==> config.mk <==
export PLATFORM = sky130hd
export DESIGN_NAME = fast_square_packer
export DESIGN_NICKNAME = d
export VERILOG_FILES = /design/src/rtl/fast_square_packer.sv
export SDC_FILE = /design/constraint.sdc
export NUM_CORES = 1
export LEC_CHECK = 0
export CORE_MARGIN = 4
export CORE_UTILIZATION = 53
export DETAILED_ROUTE_END_ITERATION = 8
export PLACE_DENSITY_LB_ADDON = 0.25
export SYNTH_ARGS = -nofsm -noshare
export SYNTH_HDL_FRONTEND = slang
export SYNTH_SLANG_ARGS = --single-unit
==> constraint.sdc <==
create_clock -name clock -period 3.5 [get_ports clock]
set_input_delay 0.35 -clock clock [delete_from_list [all_inputs] [get_ports clock]]
set_output_delay 0.35 -clock clock [all_outputs]
set_load 0.02 [all_outputs]
==> src/rtl/fast_square_packer.sv <==
// Packs sliced I/Q shift-register words into the RX FIFO, framed per
// frequency step with a marker/index header; absorbs FIFO backpressure.
module fast_square_packer #(
    parameter logic [15:0] MARKER = 16'h8000,
    parameter int          CNT_W  = 16
) (
    input  logic             clock,
    input  logic             reset,
    input  logic             sample_strobe,
    input  logic             record,
    input  logic             freq_step,
    input  logic [15:0]      i_word,
    input  logic [15:0]      q_word,
    input  logic             fifo_full,
    output logic             fifo_wr,
    output logic [15:0]      fifo_data,
    output logic [CNT_W-1:0] step_index,
    output logic [CNT_W-1:0] overrun_count
);

    typedef enum logic [2:0] {
        IDLE,
        HDR_M,
        HDR_X,
        RUN,
        EMIT_I,
        EMIT_Q
    } state_t;

    state_t           state_q, state_d;
    logic [3:0]       cnt_q, cnt_d;
    logic             pend_q, pend_d;
    logic [15:0]      hold_i_q, hold_i_d;
    logic [15:0]      hold_q_q, hold_q_d;
    logic [CNT_W-1:0] step_q, step_d;
    logic [CNT_W-1:0] ovr_q, ovr_d;

    logic cap_en;
    logic wrap;
    logic q_done;

    function automatic logic [15:0] esc(input logic [15:0] w);
        return (w == MARKER) ? (MARKER | 16'h0001) : w;
    endfunction

    assign step_index    = step_q;
    assign overrun_count = ovr_q;

    always_comb begin
        fifo_wr   = 1'b0;
        fifo_data = 16'h0000;
        unique case (state_q)
            HDR_M: begin
                fifo_wr   = !fifo_full;
                fifo_data = MARKER;
            end
            HDR_X: begin
                fifo_wr   = !fifo_full;
                fifo_data = 16'(step_q);
            end
            EMIT_I: begin
                fifo_wr   = !fifo_full;
                fifo_data = esc(hold_i_q);
            end
            EMIT_Q: begin
                fifo_wr   = !fifo_full;
                fifo_data = esc(hold_q_q);
            end
            default: ;
        endcase
    end

    always_comb begin
        state_d  = state_q;
        cnt_d    = cnt_q;
        pend_d   = pend_q;
        hold_i_d = hold_i_q;
        hold_q_d = hold_q_q;
        step_d   = step_q;
        ovr_d    = ovr_q;

        cap_en = (state_q != IDLE) && record && sample_strobe && !freq_step;
        wrap   = cap_en && (cnt_q == 4'd15);
        q_done = (state_q == EMIT_Q) && fifo_wr;

        if (cap_en)
            cnt_d = cnt_q + 4'd1;
        else if (!record)
            cnt_d = 4'd0;

        unique case (state_q)
            IDLE: begin
                if (record) begin
                    state_d = HDR_M;
                    cnt_d   = sample_strobe ? 4'd1 : 4'd0;
                    pend_d  = 1'b0;
                end
            end
            HDR_M: if (fifo_wr) state_d = HDR_X;
            HDR_X: if (fifo_wr) state_d = RUN;
            RUN: begin
                if (pend_q || wrap)
                    state_d = EMIT_I;
                else if (!record)
                    state_d = IDLE;
            end
            EMIT_I: if (fifo_wr) state_d = EMIT_Q;
            EMIT_Q: begin
                if (fifo_wr) begin
                    state_d = RUN;
                    pend_d  = 1'b0;
                end
            end
            default: state_d = IDLE;
        endcase

        // A pair finishing while the hold register is still owed is dropped
        if (wrap) begin
            if (pend_q && !q_done) begin
                if (!(&ovr_q))
                    ovr_d = ovr_q + CNT_W'(1);
            end else begin
                pend_d   = 1'b1;
                hold_i_d = i_word;
                hold_q_d = q_word;
            end
        end

        if (freq_step) begin
            step_d = step_q + CNT_W'(1);
            if (record) begin
                state_d = HDR_M;
                cnt_d   = 4'd0;
                pend_d  = 1'b0;
            end
        end
    end

    always_ff @(posedge clock) begin
        if (reset) begin
            state_q  <= IDLE;
            cnt_q    <= 4'd0;
            pend_q   <= 1'b0;
            hold_i_q <= 16'h0000;
            hold_q_q <= 16'h0000;
            step_q   <= '0;
            ovr_q    <= '0;
        end else begin
            state_q  <= state_d;
            cnt_q    <= cnt_d;
            pend_q   <= pend_d;
            hold_i_q <= hold_i_d;
            hold_q_q <= hold_q_d;
            step_q   <= step_d;
            ovr_q    <= ovr_d;
        end
    end

endmodule

# Word level (Yosys, flattened, before mapping)
# Cells that the tools add are included.
[word_totals] regBits=72 latchBits=0 mem_bits_rw=0 mem_bits_ro=0 in_bits=38 wordCells=64 memories=0
[op_classes] addsub=3 multipliers=0 div=0 magnitude_cmp=0 eq_ne=8 shift=0 mux=27 n_bitwise=2 reduce_logical=17
[op_table] operator="case mux 16 bit (4 select lines)" count=1
[op_table] operator="adder 16 x 1 -> 16 bit, second input constant" count=2
[op_table] operator="equality test 16 bit, second input constant" count=2
[op_table] operator="2-to-1 mux 16 bit" count=2
[op_table] operator="2-to-1 mux 3 bit" count=8
[op_table] operator="2-to-1 mux 4 bit" count=6
[op_table] operator="AND reduction 16 bit" count=1
[op_table] operator="case mux 3 bit (5 select lines)" count=1
[op_table] operator="2-to-1 mux 1 bit" count=8
[op_table] operator="equality test 3 x 2 -> 1 bit, second input constant" count=2
[op_table] operator="equality test 3 bit, second input constant" count=2
[op_table] operator="logical AND 1 bit" count=6
[op_table] operator="adder 4 x 1 -> 4 bit, second input constant" count=1
[op_table] operator="equality test 4 bit, second input constant" count=1
[op_table] operator="OR reduction 4 bit" count=1
[op_table] operator="equality test 3 x 1 -> 1 bit, second input constant" count=1
[op_table] operator="logical NOT 1 bit" count=3
[op_table] operator="logical NOT 3 bit" count=1
[op_table] operator="AND reduction 3 bit" count=1
[op_table] operator="nonzero test 3 bit" count=1
[op_table] operator="inverter 1 bit" count=2
[op_table] operator="case mux 1 bit (2 select lines)" count=1
[op_table] operator="AND reduction 2 bit" count=1
[op_table] operator="OR reduction 2 bit" count=1
[op_table] operator="logical OR 1 bit" count=1

# Depth between registers and ports, before layout
# Gate-level depths: netlist (run 1).
[depth] word_depth=10 depth_mapped=8 depth_no_buf=6

# Worst setup path before layout (run 1)
# No wires, ideal clock.
[synth_path] kind="register to register" startpoint="register cnt_q[1]" endpoint="register ovr_q[15] (netlist: overrun_count[15])" arrival_ps=2048 slack_ps=1382 stages_incl_launch_ff=8 path_cell_list="dfxtp_1 > ha_1 > nand2_1 > or4_4 > a211o_1 > buf_2 > or4_1 > a21oi_1"
[synth_via] elab_chain_len=3
[synth_rtl] element="from (decl)" line="31" text="logic [3:0] cnt_q, cnt_d;"
[synth_rtl] element="from (signal assigned)" line="150" text="cnt_q <= cnt_d;"
[synth_rtl] element="equality test 4 bit" line="83" text="wrap = cap_en && (cnt_q == 4'd15);"
[synth_rtl] element="logical AND 1 bit" line="83"
[synth_rtl] element="AND reduction 3 bit (no line)"
[synth_rtl] element="to (signal assigned)" line="155" text="ovr_q <= ovr_d;"
[synth_rtl] element="to (decl)" line="36" text="logic [CNT_W-1:0] ovr_q, ovr_d;"
# No other way between the ends.
# A chain may end at the register's enable or synchronous reset.

# Final worst setup path (run 1)
[layout_path] startpoint="register state_q[2]" endpoint="output fifo_data[3]"
[layout_via] elab_chain_len=2 elab_cells_between_ends=5
[layout_rtl] element="from (decl)" line="30" text="state_t state_q, state_d;"
[layout_rtl] element="from (signal assigned)" line="149" text="state_q <= state_d;"
[layout_rtl] element="equality test 3 bit, or another cell as far along" line="52" text="unique case (state_q)"
[layout_rtl] element="case mux 16 bit (4 select lines) (*)" line="52"
[layout_rtl] element="to (decl)" line="16" text="output logic [15:0] fifo_data,"
# Every way passes the cells marked *; elsewhere a longest branch is shown, timed or not.

==> results of run 1 <==
==> kinds of logic (layout without fill, tap and decap cells) <==
| kind of cell | after synthesis | after routing |
|---|---|---|
| AO/OA/AOI/OAI | 58 | 58 |
| adder cells (fa/ha/maj) | 3 | 3 |
| buffers and inverters | 32 | 121 |
| flip-flops | 72 | 72 |
| AND/OR/NAND/NOR | 162 | 162 |
| XOR/XNOR | 20 | 20 |
| multiplexers | 42 | 42 |
==> worst paths after layout <==
kind	from	endpoint	cells after the start
worst min-delay path	overrun_count[5]	overrun_count[5]	2
worst max-delay path	state_q[2]	fifo_data[3]	5
worst min register to register	overrun_count[5]	overrun_count[5]	2
worst max register to register	state_q[1]	overrun_count[15]	5
==> critical path, cell delays in order (launching register included) <==
cell             delay [ps]
dfxtp_1                 520
nand2b_1                350
nor2_1                  540
a222oi_1                180
inv_1                   110
clkdlybuf4s50_1         610
==> state kept, by name (all words and copies together), names as in the netlist <==
register,flops
step_index,16
pend_q,1
state_q,3
hold_q_q,16
overrun_count,16
cnt_q,4
hold_i_q,16
==> layer usage <==
layer / track usage (%) / up-vias
li1: - / 1569
met1: 32.5 / 1507
met2: 36.6 / 143
met3: 3.95 / 18
met4: 8.24 / 0
met5: 0 / -
==> per-stage QoR <==
step                std cells  power (mW)  area (um^2)  hold WS, ps
CTS                       553        1.78         4580          506
global route              553        1.83         4580          539
finish                    553        1.78         4580          505
floorplan                 389       0.904         3410          464
detailed placement        537       0.973         4330          497
global placement          537       0.972         4330          481
==> cell type report <==
cell class,count,area [um^2]
clock buffer,11,151
inverter,13,48.8
clock inverter,5,103
tap,75,93.8
fill,466,1510
timing repair buffer,92,901
multi-input combinational,285,1840
sequential,72,1440
==> cell usage in the layout, fill, tap and decap left out, types with 12 or more instances in the layout <==
| cell | count |
|---|---|
| a21oi_1 | 19 |
| inv_1 | 12 |
| nor2_1 | 61 |
| o21ai_0 | 13 |
| mux2i_1 | 42 |
| nand3_1 | 12 |
| xor2_1 | 13 |
| dfxtp_1 | 72 |
| clkdlybuf4s50_1 | 85 |
| nand2_1 | 25 |
==> power by group <==
group / internal [mW] / leakage [nW] / switching (mW) / total, mW
Combinational: 0.0654 / 1.16 / 0.0588 / 0.124
Sequential: 0.823 / 0.580 / 0.00827 / 0.831
Clock: 0.511 / 0.126 / 0.310 / 0.822
==> impl_metrics.csv, run 1 <==
group,metric,value,unit
logic_synthesis,synth-compound-area-share,11.2,%
power_and_ir_drop,vdd_drop_max,0.289,mV
clock_network,cts.sinks,72,
logic_synthesis,synth.cell_area,3410,um^2
timing,max_freq,335,MHz
logic_synthesis,ys_ff_latch,72,
die,coreArea,6100,um^2
power_and_ir_drop,power.density,388,nW/um^2
die,start_util,55.9,%
setup_path,crit_type,"flop to output port",
clock_network,cts_tree,"built",
drt,drc,0,
drt,met3RoutedLength,579,um
global_routing,antenna_found_initial,0,
logic_synthesis,synth_most_common_cell,"dfxtp_1",
logic_synthesis,synth_nets,430,
timing,rsz0062_at_grt,"false",
drt,wl_met2,4160,um
logic_synthesis,synthFlopType,"dfxtp_1",
drt,first_iter_violations,283,
global_routing,grt_remaining_overflow,0,
job,max_cap_violations,0,
finish,layout-drive-gt1-share,6.07,%
hold_path,hold_class,"flop to flop",
setup_path,arrival,2630,ps
setup_path,ff2ff_setup_slack,950,ps
finish,finish.utilization,75.2,%
clock_network,clkLatencyLatePin,330,ps
logic_synthesis,synth-xor-area-share,5.14,%
timing,period_share,85.3,%
die,die_w,88.2,um
die,top_level_ports,87,
clock_network,cts.path.max_buffers,2,
timing,finalCriticalPeriod,2980,ps
logic_synthesis,synthArstFlopShare,0,%
timing,fin_worst_skew,5.43,ps
logic_synthesis,synthCells,389,
clock_network,post_cts_resized,0,
timing,worstMarginPinSlew,648,ps
die,fp.dieH,88.2,um
finish,num_antenna_cells,0,
placement,portBuffers,86,
placement,dp_slack,765,ps
clock_network,cts_hold_buf,0,
clock_network,cts_buffers,9,
die,fp-row-count,28,
status,status,"completed",
clock_network,clk_pin_slew,70,ps
logic_synthesis,synthMuxAreaShare,12.3,%
drt,vias,3237,
timing,setup_violations,0,
logic_synthesis,ys_seq_area_share,42.3,%
clock_network,clockRootBuffer,"clkbuf_8",
clock_network,postCtsSetupRepairBufs,0,
timing,maxSlewViolCount,0,
finish,nets,514,
logic_synthesis,yosys-top-cells-count,"72 x dfxtp_1, 61 x nor2_1, 42 x mux2i_1",
logic_synthesis,yosys_warnings,0,
setup_path,crit_required,3150,ps
die,die_area,7780,um^2
clock_network,h-tree-depth,3,
placement,dp_hpwl,6440,um
timing,slew_headroom,56.8,%
setup_path,endpoint_kind,"output port",
drt,detail-route-antenna-nets,0,
logic_synthesis,ys_types,45,
drt,routed_wirelength,8910,um
logic_synthesis,avgSynthCellArea,8.76,um^2
drt,wl_met1,4020,um
finish,syn_to_final_growth,34.4,%
setup_path,cp_max_fo,12,
logic_synthesis,synth_top_family_by_area,"simple AND/OR/NAND/NOR gates",
drt,via_per_inst,5.85,
logic_synthesis,synth_top_area_share,42.3,%
timing,fin_ws,516,ps
timing,finalHoldViolations,0,
logic_synthesis,synth_largest_area_cell,"dfxtp_1",
logic_synthesis,synthSimpleGateAreaFrac,24.2,%
global_routing,grt_pass1_vias,2995,
global_routing,grt.total_usage,23.3,%
global_routing,grt_pass1_wl,14300,um
drt,dr.pass1.iters,7,
logic_synthesis,synth_fa_ha_area_share,1.10,%
drt,routed.top_layer,"met4",
global_routing,grt_start_max_net_pins,36,
power_and_ir_drop,leakagePower,1.86,nW
logic_synthesis,synthTopCellsByArea,"dfxtp_1 42%, mux2i_1 12%, nor2_1 6.7%, xor2_1 3.3%, a21oi_1 2.8%",
logic_synthesis,synth-edff-count,0,
setup_path,start_kind,"flop",
drt,wire_per_inst,16.1,um
timing,tns,0,ps
placement,gp_congestion,0.883,
Note: power is estimated with default switching activity, not from simulation.
==> inputs of run 2 (changes only) <==
Settings changed: CORE_UTILIZATION 53 to 55, DONT_BUFFER_PORTS from default to 1.
==> run 2 against run 1 <==
Compared with the run above: sequential share of layout area rose by 8.1 points; worst setup slack better by 74 ps; hold slack worse by 420 ps; critical path type unchanged; critical endpoint unchanged; largest power group unchanged.
==> impl_metrics.csv, run 2 (synthesized netlist as in run 1, its figures left out) <==
group,metric,value,unit
status,status,"completed",
setup_path,r2r_cells,5,
timing,maxSlewViolCount,0,
hold_path,hold-path-cell-count,1,
timing,worstMarginPinSlew,951,ps
clock_network,cts_hold_buf,0,
placement,portBuffers,0,
drt,vias,2787,
setup_path,start_kind,"flop",
global_routing,grt_start_max_net_pins,70,
finish,fill_cells,554,
die,die_area,7520,um^2
hold_path,hold_class,"primary input to flop",
power_and_ir_drop,power.density,426,nW/um^2
die,start_util,57.2,%
timing,finalHoldViolations,0,
finish,syn_to_final_growth,7.01,%
setup_path,cp_max_fo,15,
setup_path,path_buf_inv,2,
global_routing,grt_pass1_wl,13200,um
power_and_ir_drop,leakagePower,1.51,nW
hold_path,min_from,"reset",
placement,dp_hpwl,5870,um
setup_path,cp_slowest_cell,"dfxtp_1",
finish,num_antenna_cells,0,
die,fp.dieH,86.7,um
setup_path,arrival,2560,ps
die,fp-row-count,28,
finish,layout-drive-gt1-share,6.19,%
setup_path,cpLargestDelayFamily,"flip-flops",
drt,routed_wirelength,8070,um
drt,via_per_inst,6.02,
setup_path,crit_chain,"clkinv_1, nand2_1, nor2_1, a222oi_1, inv_1",
timing,max_freq,344,MHz
drt,first_iter_violations,250,
clock_network,clkLatencyLatePin,340,ps
setup_path,crit_start,"state_q[0]",
finish,mostFrequentLayoutCells,"72 x dfxtp_1, 61 x nor2_1, 42 x mux2i_1, 25 x nand2_1, 19 x a21oi_1",
clock_network,cts_tree,"built",
clock_network,postCtsSetupRepairBufs,0,
global_routing,grt_pass1_vias,2587,
hold_path,whs_endpoint,"hold_q_q[2]",
drt,wire_per_inst,17.4,um
timing,period_share,83.1,%
setup_path,endpoint_kind,"output port",
timing,finalCriticalPeriod,2910,ps
timing,fin_worst_skew,9.85,ps
die,top_level_ports,87,
clock_network,cts.path.max_buffers,2,
clock_network,clockRootBuffer,"clkbuf_8",
finish,finish.utilization,61.3,%
clock_network,cts.sinks,72,
global_routing,grt.total_usage,22.4,%
drt,drc,0,
die,coreArea,5960,um^2
die,die_w,86.7,um
clock_network,post_cts_resized,0,
setup_path,crit_type,"flop to output port",
power_and_ir_drop,vdd_drop_max,0.323,mV
job,max_cap_violations,0,
finish,layout_commonest_cell,"dfxtp_1",
timing,rsz0062_at_grt,"false",
setup_path,critical-path-max-stage-delay,730,ps
clock_network,cts_buffers,9,
setup_path,r2r_start,"state_q[0]",
timing,tns,0,ps
setup_path,ff2ff_setup_slack,770,ps
timing,setup_violations,0,
clock_network,clk_pin_slew,80,ps
global_routing,grt_remaining_overflow,0,
setup_path,crit_required,3150,ps
global_routing,antenna_found_initial,0,
drt,dr.pass1.iters,5,
timing,slew_headroom,36.4,%
finish,nets,424,
setup_path,reg2reg_to,"overrun_count[13]",
placement,gp_congestion,0.827,
drt,detail-route-antenna-nets,0,
clock_network,h-tree-depth,3,
-- run 2: final cells by class --
class                           instances  area [um^2]  area share (%)
Inverter                               13         48.8            1.34
Clock inverter                          6         67.6            1.85
Timing Repair Buffer                    2         15.0           0.412
Clock buffer                           10          138            3.77
Multi-Input combinational cell        285         1840            50.5
Tap cell                               75         93.8            2.57
Sequential cell                        72         1440            39.5
-- run 2: routing by layer --
layer  track usage, %  routed length, um  up-vias
li1                 -                  -     1387
met1             31.8               3790     1308
met2             32.5               3600       83
met3             6.84                582        9
met4             7.22                 97        0
met5                0                  0        -
-- run 2: worst max path at each step --
| stage | slack [ps] | depth (start not counted) | endpoint |
|---|---|---|---|
| final | 590 | 5 | fifo_data[3] |
| after CTS | 580 | 5 | fifo_data[2] |
| after global placement | 850 | 5 | overrun_count[13] |
| after floorplan | 1380 | 7 | overrun_count[15] |
| after detailed placement | 800 | 5 | overrun_count[5] |
| after global routing | 400 | 5 | fifo_data[3] |
-- run 2: power by group --
group / internal (mW) / leakage (nW) / total, mW / switching, mW
Clock: 0.351 / 0.0989 / 0.674 / 0.323
Combinational: 0.0189 / 0.826 / 0.0407 / 0.0218
Sequential: 0.823 / 0.580 / 0.840 / 0.0172
-- run 2: through the flow --
step                      worst slack [ps]  power (mW)  area [um^2]  hold WS, ps  instances
after CTS                              579        1.57         3650         63.4        463
after floorplan                       1380       0.904         3410          464        389
after global placement                 847       0.899         3440          429        447
final                                  590        1.56         3650         83.1        463
after detailed placement               796       0.900         3440          431        447
after global routing                   403        1.62         3650         67.3        463
==> inputs of run 3 (changes only) <==
Clock period 3.5 ns to 2.6 ns, I/O delays scaled along.
==> run 3 against run 2 <==
Compared with the run above: non-clock buffer count grew 11; cell count increased by 2.4%; clock skew decreased by 3.5 ps; largest power group unchanged.
==> impl_metrics.csv, run 3 (synthesized netlist as in run 1, its figures left out) <==
group,metric,value,unit
drt,vias,2863,
clock_network,clk_pin_slew,80,ps
finish,layout_commonest_cell,"dfxtp_1",
power_and_ir_drop,switching_power,0.485,mW
timing,worstMarginPinSlew,794,ps
power_and_ir_drop,leakagePower,1.57,nW
clock_network,cts.sinks,72,
die,start_util,57.2,%
setup_path,crit_required,2880,ps
global_routing,grt_pass1_vias,2629,
placement,gp_congestion,0.808,
timing,finalHoldViolations,0,
placement,dp_hpwl,5950,um
drt,first_iter_violations,143,
finish,num_antenna_cells,0,
timing,finalCriticalPeriod,2380,ps
clock_network,cts_buffers,9,
setup_path,start_kind,"flop",
timing,period_share,91.7,%
drt,routed_wirelength,8220,um
finish,multi_input_area,1840,um^2
hold_path,hold_class,"primary input to flop",
job,max_cap_violations,0,
drt,detail-route-antenna-nets,0,
finish,layout-drive-gt1-share,8.77,%
setup_path,ff2ff_setup_slack,220,ps
power_and_ir_drop,power_frac_clock,42.6,%
power_and_ir_drop,seq_power_share,52.8,%
timing,rsz0062_at_grt,"false",
power_and_ir_drop,comb_power_share,4.5,%
global_routing,grt_start_max_net_pins,66,
placement,portBuffers,0,
die,die_area,7520,um^2
power_and_ir_drop,vdd_drop_max,0.407,mV
timing,setup_violations,0,
timing,maxSlewViolCount,0,
drt,wire_per_inst,17.3,um
drt,dr.pass1.iters,6,
clock_network,cts_tree,"built",
drt,via_per_inst,6.04,
power_and_ir_drop,p_sw_share,22.8,%
status,status,"completed",
finish,fill_cells,527,
die,fp-row-count,28,
drt,drc,0,
timing,max_freq,419,MHz
clock_network,h-tree-depth,3,
finish,mostFrequentLayoutCells,"72 x dfxtp_1, 61 x nor2_1, 42 x mux2i_1, 25 x nand2_1, 19 x a21oi_1",
global_routing,grt_remaining_overflow,0,
clock_network,clkLatencyLatePin,350,ps
setup_path,cp_max_fo,20,
timing,slew_headroom,46.5,%
die,coreArea,5960,um^2
setup_path,arrival,2660,ps
global_routing,grt.total_usage,22.5,%
timing,fin_worst_skew,6.33,ps
timing,whs,55.8,ps
finish,ff_latch_area,1440,um^2
global_routing,antenna_found_initial,0,
power_and_ir_drop,power.density,565,nW/um^2
die,top_level_ports,87,
power_and_ir_drop,internal_power,1.64,mW
clock_network,cts.path.max_buffers,2,
clock_network,postCtsSetupRepairBufs,0,
setup_path,endpoint_kind,"flop",
finish,syn_to_final_growth,10.2,%
setup_path,crit_type,"flop to flop",
global_routing,grt_pass1_wl,13300,um
clock_network,clockRootBuffer,"clkbuf_8",
die,die_w,86.7,um
finish,nets,435,
die,fp.dieH,86.7,um
timing,tns,0,ps
[run 3: area by class of cell]
type	instances	share of cell area (%)
Multi-Input combinational cell	285	49.1
Sequential cell	72	38.3
Clock buffer	11	4.03
Timing Repair Buffer	13	3.20
Tap cell	75	2.50
Clock inverter	5	1.46
Inverter	13	1.40
[run 3: worst max-delay path, stage by stage (launching register included)]
cell and delay, ps:
dfxtp_1 360, ha_1 170, nand2_1 70, or4_4 520
a211o_1 510, or4_1 540, a21oi_1 150
[run 3: path summary, 6_finish.rpt]
check / depth (start not counted) / from / end
worst max register to register: 6 / cnt_q[1] / overrun_count[5]
worst min register to register: 2 / hold_i_q[0] / hold_i_q[0]
worst max-delay path: 6 / cnt_q[1] / overrun_count[5]
worst min-delay path: 2 / i_word[6] / hold_i_q[6]
[run 3: stage by stage]
stage	util (%)	power (mW)	instance area, um^2	cells	worst slack (ps)
6_report	63.1	2.12	3760	474	216
3_3_place_gp	58.9	1.22	3510	456	318
2_1_floorplan	-	1.22	3410	389	482
3_5_place_dp	58.9	1.22	3510	456	240
4_1_cts	63.0	2.14	3750	474	180
5_1_grt	63.1	2.20	3760	474	56.4
[run 3: repair_timing]
action                                  in CTS  in global routing
gates resized for setup                      0                  1
hold endpoints to repair                    65                  0
hold buffers                                 2                  0
endpoints found under the setup margin       0                  1
[run 3: metal layers]
layer / up-vias / GRT usage [%] / part of all wire (%)
met4: 0 / 9.49 / 1.7
li1: 1411 / - / -
met3: 16 / 7.70 / 8.8
met1: 1333 / 30.6 / 45
met2: 103 / 32.4 / 44
met5: - / 0 / 0
[run 3: power groups by stage]
stage               clock network [mW]  registers [mW]  logic, mW
floorplan                            0            1.15     0.0713
global placement                     0            1.15     0.0731
detailed placement                   0            1.15     0.0741
CTS                              0.927            1.12     0.0953
global route                     0.971            1.12      0.106
finish                           0.905            1.12     0.0959
